--- src/rtl/j_rxer.sv ---
// Jerry UART receiver: recovers 8N1/8P1 frames from serin using a 16x baud enable
// and presents the byte with parity, framing, break and overrun status.
module j_rxer (
    input  logic       clk,
    input  logic       reset,
    input  logic       serin,
    input  logic       bx16,
    input  logic       rxpol,
    input  logic       paren,
    input  logic       even,
    input  logic       u2drd,
    output logic [7:0] dout,
    output logic       rbf,
    output logic       perr,
    output logic       ferr,
    output logic       rxbrk,
    output logic       oe,
    output logic       rxbsy
);

    typedef enum logic [2:0] {
        IDLE   = 3'd0,
        START  = 3'd1,
        DATA   = 3'd2,
        PARITY = 3'd3,
        STOP   = 3'd4
    } state_t;

    state_t     state;
    logic       sync1;
    logic       sync2;
    logic       rxd;
    logic [3:0] scnt;
    logic [2:0] bcnt;
    logic [7:0] sh;
    logic       pacc;
    logic       pbit;
    logic       par_err;
    logic       mid_bit;

    assign rxd     = sync2 ^ rxpol;
    assign mid_bit = (scnt == 4'd15);
    assign rxbsy   = (state != IDLE);

    always_ff @(posedge clk or posedge reset) begin
        if (reset) begin
            state   <= IDLE;
            sync1   <= 1'b1;
            sync2   <= 1'b1;
            scnt    <= 4'd0;
            bcnt    <= 3'd0;
            sh      <= 8'h00;
            pacc    <= 1'b0;
            pbit    <= 1'b0;
            par_err <= 1'b0;
            dout    <= 8'h00;
            rbf     <= 1'b0;
            perr    <= 1'b0;
            ferr    <= 1'b0;
            rxbrk   <= 1'b0;
            oe      <= 1'b0;
        end else begin
            sync1 <= serin;
            sync2 <= sync1;

            if (u2drd) begin
                rbf <= 1'b0;
                oe  <= 1'b0;
            end

            if (bx16) begin
                case (state)
                    IDLE: begin
                        if (!rxd) begin
                            state <= START;
                            scnt  <= 4'd0;
                        end
                    end
                    START: begin
                        scnt <= scnt + 4'd1;
                        // Seventh tick after the start edge lands in the middle of the start bit.
                        if (scnt == 4'd6) begin
                            if (!rxd) begin
                                state <= DATA;
                                scnt  <= 4'd0;
                                bcnt  <= 3'd0;
                                pacc  <= 1'b0;
                            end else begin
                                state <= IDLE;
                            end
                        end
                    end
                    DATA: begin
                        scnt <= scnt + 4'd1;
                        if (mid_bit) begin
                            sh   <= {rxd, sh[7:1]};
                            pacc <= pacc ^ rxd;
                            if (bcnt == 3'd7) begin
                                state <= paren ? PARITY : STOP;
                            end else begin
                                bcnt <= bcnt + 3'd1;
                            end
                        end
                    end
                    PARITY: begin
                        scnt <= scnt + 4'd1;
                        if (mid_bit) begin
                            pbit    <= rxd;
                            par_err <= (pacc ^ rxd) != ~even;
                            state   <= STOP;
                        end
                    end
                    STOP: begin
                        scnt <= scnt + 4'd1;
                        // Completing a frame overrides a coincident read: the new byte is unread.
                        if (mid_bit) begin
                            dout  <= sh;
                            rbf   <= 1'b1;
                            ferr  <= ~rxd;
                            perr  <= paren & par_err;
                            rxbrk <= (sh == 8'h00) & ~rxd & (~paren | ~pbit);
                            oe    <= ~u2drd & (oe | rbf);
                            state <= IDLE;
                        end
                    end
                    default: state <= IDLE;
                endcase
            end
        end
    end

endmodule
--- config.mk ---
export PLATFORM = sky130hd
export DESIGN_NAME = j_rxer
export DESIGN_NICKNAME = d
export VERILOG_FILES = /design/src/rtl/j_rxer.sv
export SDC_FILE = /design/constraint.sdc
export NUM_CORES = 1
export LEC_CHECK = 0
export BUFFER_PORTS_ARGS = -buffer_cell sky130_fd_sc_hd__buf_2
export CORE_MARGIN = 5
export CORE_UTILIZATION = 35
export CTS_BUF_LIST = sky130_fd_sc_hd__clkbuf_8
export CTS_CLUSTER_SIZE = 30
export DETAILED_ROUTE_END_ITERATION = 16
export GPL_ROUTABILITY_DRIVEN = 0
export GPL_TIMING_DRIVEN = 0
export PLACE_DENSITY_LB_ADDON = 0.3
export SETUP_SLACK_MARGIN = 0.02
export SLEW_MARGIN = 20
export SYNTH_ARGS = -nofsm -noshare
export SYNTH_HDL_FRONTEND = slang
export SYNTH_SLANG_ARGS = --single-unit
--- constraint.sdc ---
create_clock -name clk -period 5.6 [get_ports clk]
set_clock_uncertainty 0.1 [all_clocks]
set_input_delay 0.56 -clock clk [delete_from_list [all_inputs] [get_ports clk]]
set_output_delay 0.56 -clock clk [all_outputs]
set_load 0.03 [all_outputs]
---- After elaboration in Yosys (flattened, before gate mapping) ----
Index checks and enable logic that the tools add are counted.
storage, ports and cells
  bits in registers ....................... 36
  latch bits .............................. 0
  memory bits (writable) .................. 0
  ROM bits ................................ 0
  bits of input ports ..................... 8
  output and inout port bits .............. 14
  logic and storage cells ................. 89
  memories kept ........................... 0
cells by class
  add/sub/neg operators ................... 2
  multipliers ............................. 0
  divide/modulo/power cells ............... 0
  $lt $le $gt $ge ......................... 0
  eq/ne operators ......................... 16
  shift-type cells ........................ 0
  multiplexer cells ....................... 30
  bitwise gates (word level) .............. 13
  reduce and logical (&&, ||, !) cells .... 13
operators by type and width
  operator                                             number
  two-way mux 3 bit                                    11
  inequality test 2 bit, second input constant         8
  case mux 3 bit (5 select lines)                      1
  two-way mux 4 bit                                    3
  case mux 4 bit (3 select lines)                      1
  AND reduction 3 bit                                  4
  two-way mux 1 bit                                    11
  logical NOT 8 bit                                    1
  AND reduction 7 bit                                  1
  equality test 3 x 2 -> 1 bit, second input constant  2
  equality test 3 bit, second input constant           2
  case mux 3 bit (2 select lines)                      1
  AND reduction 6 bit                                  1
  nonzero test 3 bit                                   2
  inverter 1 bit                                       5
  AND reduction 5 bit                                  1
  adder 4 x 1 -> 4 bit, second input constant          1
  AND 1 bit                                            4
  equality test 4 x 3 -> 1 bit, second input constant  1
  equality test 4 bit, second input constant           1
  adder 3 x 1 -> 3 bit, second input constant          1
  equality test 3 x 1 -> 1 bit, second input constant  1
  logical NOT 3 bit                                    1
  OR reduction 3 bit                                   1
  6 further kinds                                      8

---- Depth between registers and ports, before layout ----
  depth in word-level cells ............... 5
  gate-level depth with buffers ........... 6
  gate-level depth less buffers ........... 6

---- Worst setup path before layout ----
No wires, ideal clock.
  kind .................................... register -> register
  start point ............................. reg bcnt[0]
  end point ............................... reg bcnt[0]
  library setup time ...................... 0.125 ns
  data arrival time ....................... 1.717 ns
  required time ........................... 5.375 ns
  slack ................................... 3.658 ns
  stages on the path, launching flop included .. 6
  buffers on the path ..................... 0
  period minus slack after synthesis ...... 1.942 ns
  path through ............................ dfrtp_1 -> ha_1 -> ha_1 -> or3b_2 -> a21oi_2 -> mux2_4
on the way
  longest elaborated chain between the ends .. 4
  elaborated cells between the ends (all ways) .. 7
  those cells by class .................... 1 x add/sub; 2 x eq/ne; 3 x mux; 1 x reduce/logical
ends and longest elaborated chain
  element                          line  source
  start: declaration               34    logic [2:0] bcnt;
  start signal: assignment         101   bcnt <= bcnt + 3'd1;
  adder 3 x 1 -> 3 bit             101
  two-way mux 3 bit                98    if (bcnt == 3'd7) begin
  two-way mux 3 bit                95    if (mid_bit) begin
  case mux 3 bit (2 select lines)  72    case (state)
Parallel ways exist; a longest one is shown, timed or not. The select of a mux whose other input is x is not followed.
A chain may end at the register's enable or synchronous reset.

---- Worst setup path in the final report ----
  start point ............................. reg state[0]
  end point ............................... out rxbsy
on the way
  longest elaborated chain between the ends .. 1
ends and longest elaborated chain
  element                   line  source
  start: declaration        29    state_t state;
  start signal: assignment  99    state <= paren ? PARITY : STOP;
  nonzero test 3 bit        43    assign rxbsy = (state != IDLE);
  end: declaration          18    output logic rxbsy
No other way between the ends.

==> metrics.txt <==
Place WS 3347 ps; chip height 81.23 µm; CP Max Fanout 8; fin nets 213; Starting Density 35.44%; Clock Latency Late Sink 280 ps; max_cap viols 0; sw power 290.9 µW; Worst Path Required 4940 ps; status finished, final reports clean; # IOs 22; first-pass GRT wire length 6327 µm; share of cells above drive strength 1 27.23%; setup TNS 0 ps; post-synthesis mux area share 8.879%; H-Tree Depth 2; Max VDD drop 0.1380 mV; antenna cells 0; Max Buffers Root-to-Sink 2; switching portion of total power 36.09%; post-synth design cell area 1775 µm²; Num CTS Buffers 5; Tcrit/Tclk final 38.53%; Slew Limit Fails 0; Root Driver clkbuf_8; Post-CTS Setup Inserts 0; Seq/Total Area, Yosys 50.88%; Synth Warn # 0; Synth Area in XOR/XNOR 1.973%; Seq pwr share 41.4%; f_max 463.5 MHz; DRC 0; WS Path Type reg -> out; post-CTS sizing 0; PortBufs 21; antenna viol nets, final 0; largest family of logic cells by synthesized area simple AND/OR/NAND/NOR gates; antenna violations before repair 0; Leak 0.001030 µW; width of the die 81.23 µm; worst slew pin tran 645.3 ps; Synth Area in Compound Gates 9.937%; Clock Pin Slew Worst Setup and Hold Paths 80 ps; crit path launch type register; RSZ-0062 raised after global routing no; DR iter-0 viols 78; vias per cell 4.941; Synthesized Nets 184; Final setup violation count 0; Post-Syn Instances 172; Worst path max stage delay 450 ps; Crit. End Element output port; CP Data Arrival Time 1500 ps; DR pass1 iterations 5; # hold bufs at CTS 0; CTS tree yes; Primary FF master, synth dfrtp_1; Mapped Avg Cell Area 10.32 µm²; synthesized flop and latch total 36; crit path cell chain or3_1, clkbuf_1, buf_2; worst min-delay path class in -> async; CP Buf/Inv Count 2; asr flop ratio synth 100.0%; vias in the first global route 1,330; clk sink count 36; die area 6598 µm²; DP Wirelength 2735 µm; PnR worst setup slack 3442 ps; number of flops mapped to enable cells by yosys 0; WL/cell 13.25 µm; power density cells 387.0 nW/µm²; Slew HR 56.67%; Via Count 1,344; part of the power in combinational logic 35.9%; gr ovfl total 0; Synth Area in Adders 2.819%; row count 26; synth-to-layout area growth 17.34%; gr usage total 12.38%; Final min period 2158 ps; delay-heaviest family, CP flip-flops; synth unique cells 45; CP max stage cell dfrtp_1; core area 5010 µm²; share of power burned in the clock network 22.7%; Internal 515.3 µW; largest net degree at the start of global routing 21; Hold Fails Final Rpt 0; Synth Area in Simple Gates 21.63%; reg-to-reg slack, setup 3520 ps; Post-Route WL 3604 µm
[placed cells by master, fill, tap and decap left out, types with 2 or more instances in the layout]
master	netlist	layout
nand2_1	34	34
o21ai_0	9	9
a221o_1	2	2
inv_1	9	8
nand3_1	3	3
nand4_1	5	5
clkbuf_8	0	5
mux2_2	10	10
a21oi_1	2	2
nor4_1	2	2
xnor2_1	3	3
nor2_2	2	2
nor2_1	5	5
ha_1	4	4
clkbuf_1	5	5
or3_1	2	2
nand3b_1	2	2
clkinv_2	0	2
nor2b_1	5	5
dfstp_2	2	2
and3_1	3	3
a31oi_1	2	2
or3b_2	2	2
buf_2	1	22
mux2i_1	3	3
dfrtp_1	34	34
[cell usage after synthesis (3+ instances only)]
| cell type | number | area, µm² |
|---|---|---|
| ha_1 | 4 | 50.05 |
| xnor2_1 | 3 | 26.28 |
| nand3_1 | 3 | 15.01 |
| clkbuf_1 | 5 | 18.77 |
| mux2i_1 | 3 | 30.03 |
| inv_1 | 9 | 33.78 |
| nand2_1 | 34 | 127.6 |
| nand4_1 | 5 | 31.28 |
| mux2_2 | 10 | 112.6 |
| and3_1 | 3 | 18.77 |
| nor2_1 | 5 | 18.77 |
| dfrtp_1 | 34 | 850.8 |
| o21ai_0 | 9 | 45.04 |
| nor2b_1 | 5 | 31.28 |
[registers in the layout (all words and copies together) (netlist names)]
signal and flops:
scnt 4, rbf 1, bcnt 3, dout 8, pbit 1, rxbrk 1, pacc 1, par_err 1
sync2 1, sh 8, perr 1, ferr 1, sync1 1, state 3, oe 1
[cell type report]
class                      count  area [µm²]
fill                         521        2927
sequential                    36       903.4
multi-input combinational    120       803.3
timing repair buffer          22       132.6
tap                           70       87.58
clock buffer                   5       68.82
buffer                         7       35.03
inverter                       9       33.78
clock inverter                 3       18.77
[metal layers]
metal / GRT usage (%) / vias up / wire length (µm)
met4: 3.885 / 0 / 42
met1: 16.16 / 664 / 1723
li1: - / 659 / -
met3: 3.104 / 5 / 120
met5: 0 / - / 0
met2: 20.11 / 16 / 1717
[path summary, 6_finish.rpt]
check,endpoint,startpoint,cells past startpoint
max reg2reg,bcnt[0],bcnt[0],5
max,rxbsy,state[0],3
min,sh[6],reset,2
min in group clk,sync2,sync1,0
min reg2reg,sync2,sync1,0
max in group asynchronous,sh[1],reset,3
[power by group through the flow]
stage	Clock [µW]	Combinational (µW)	Sequential, µW
global route	203	326	341
finish	183	289	334
detailed placement	0	292	338
floorplan	0	231	330
global placement	0	285	337
CTS	190	293	333
[logic make-up (layout without fill, tap and decap cells)]
family | after synthesis | in the layout
muxes | 14 | 14
buffers and inverters | 16 | 46
adders and majority gates | 4 | 4
DFF | 36 | 36
and+or+nand+nor | 73 | 73
AOI/OAI and AO/OA | 25 | 25
xor gates and xnor gates | 4 | 4
[per-stage QoR]
stage	std cells	cell area (µm²)	util (%)	hold slack, ps	total power [µW]
6_report	272	2083	41.58	152.2	806.2
5_1_grt	272	2083	41.58	176.3	870.3
4_1_cts	272	2083	41.58	161.5	816.0
3_5_place_dp	264	1996	39.84	247.2	630.1
3_3_place_gp	263	1968	39.29	245.8	622.3
2_1_floorplan	172	1775	-	245.2	561.3
(Power assumes the default switching activity.)
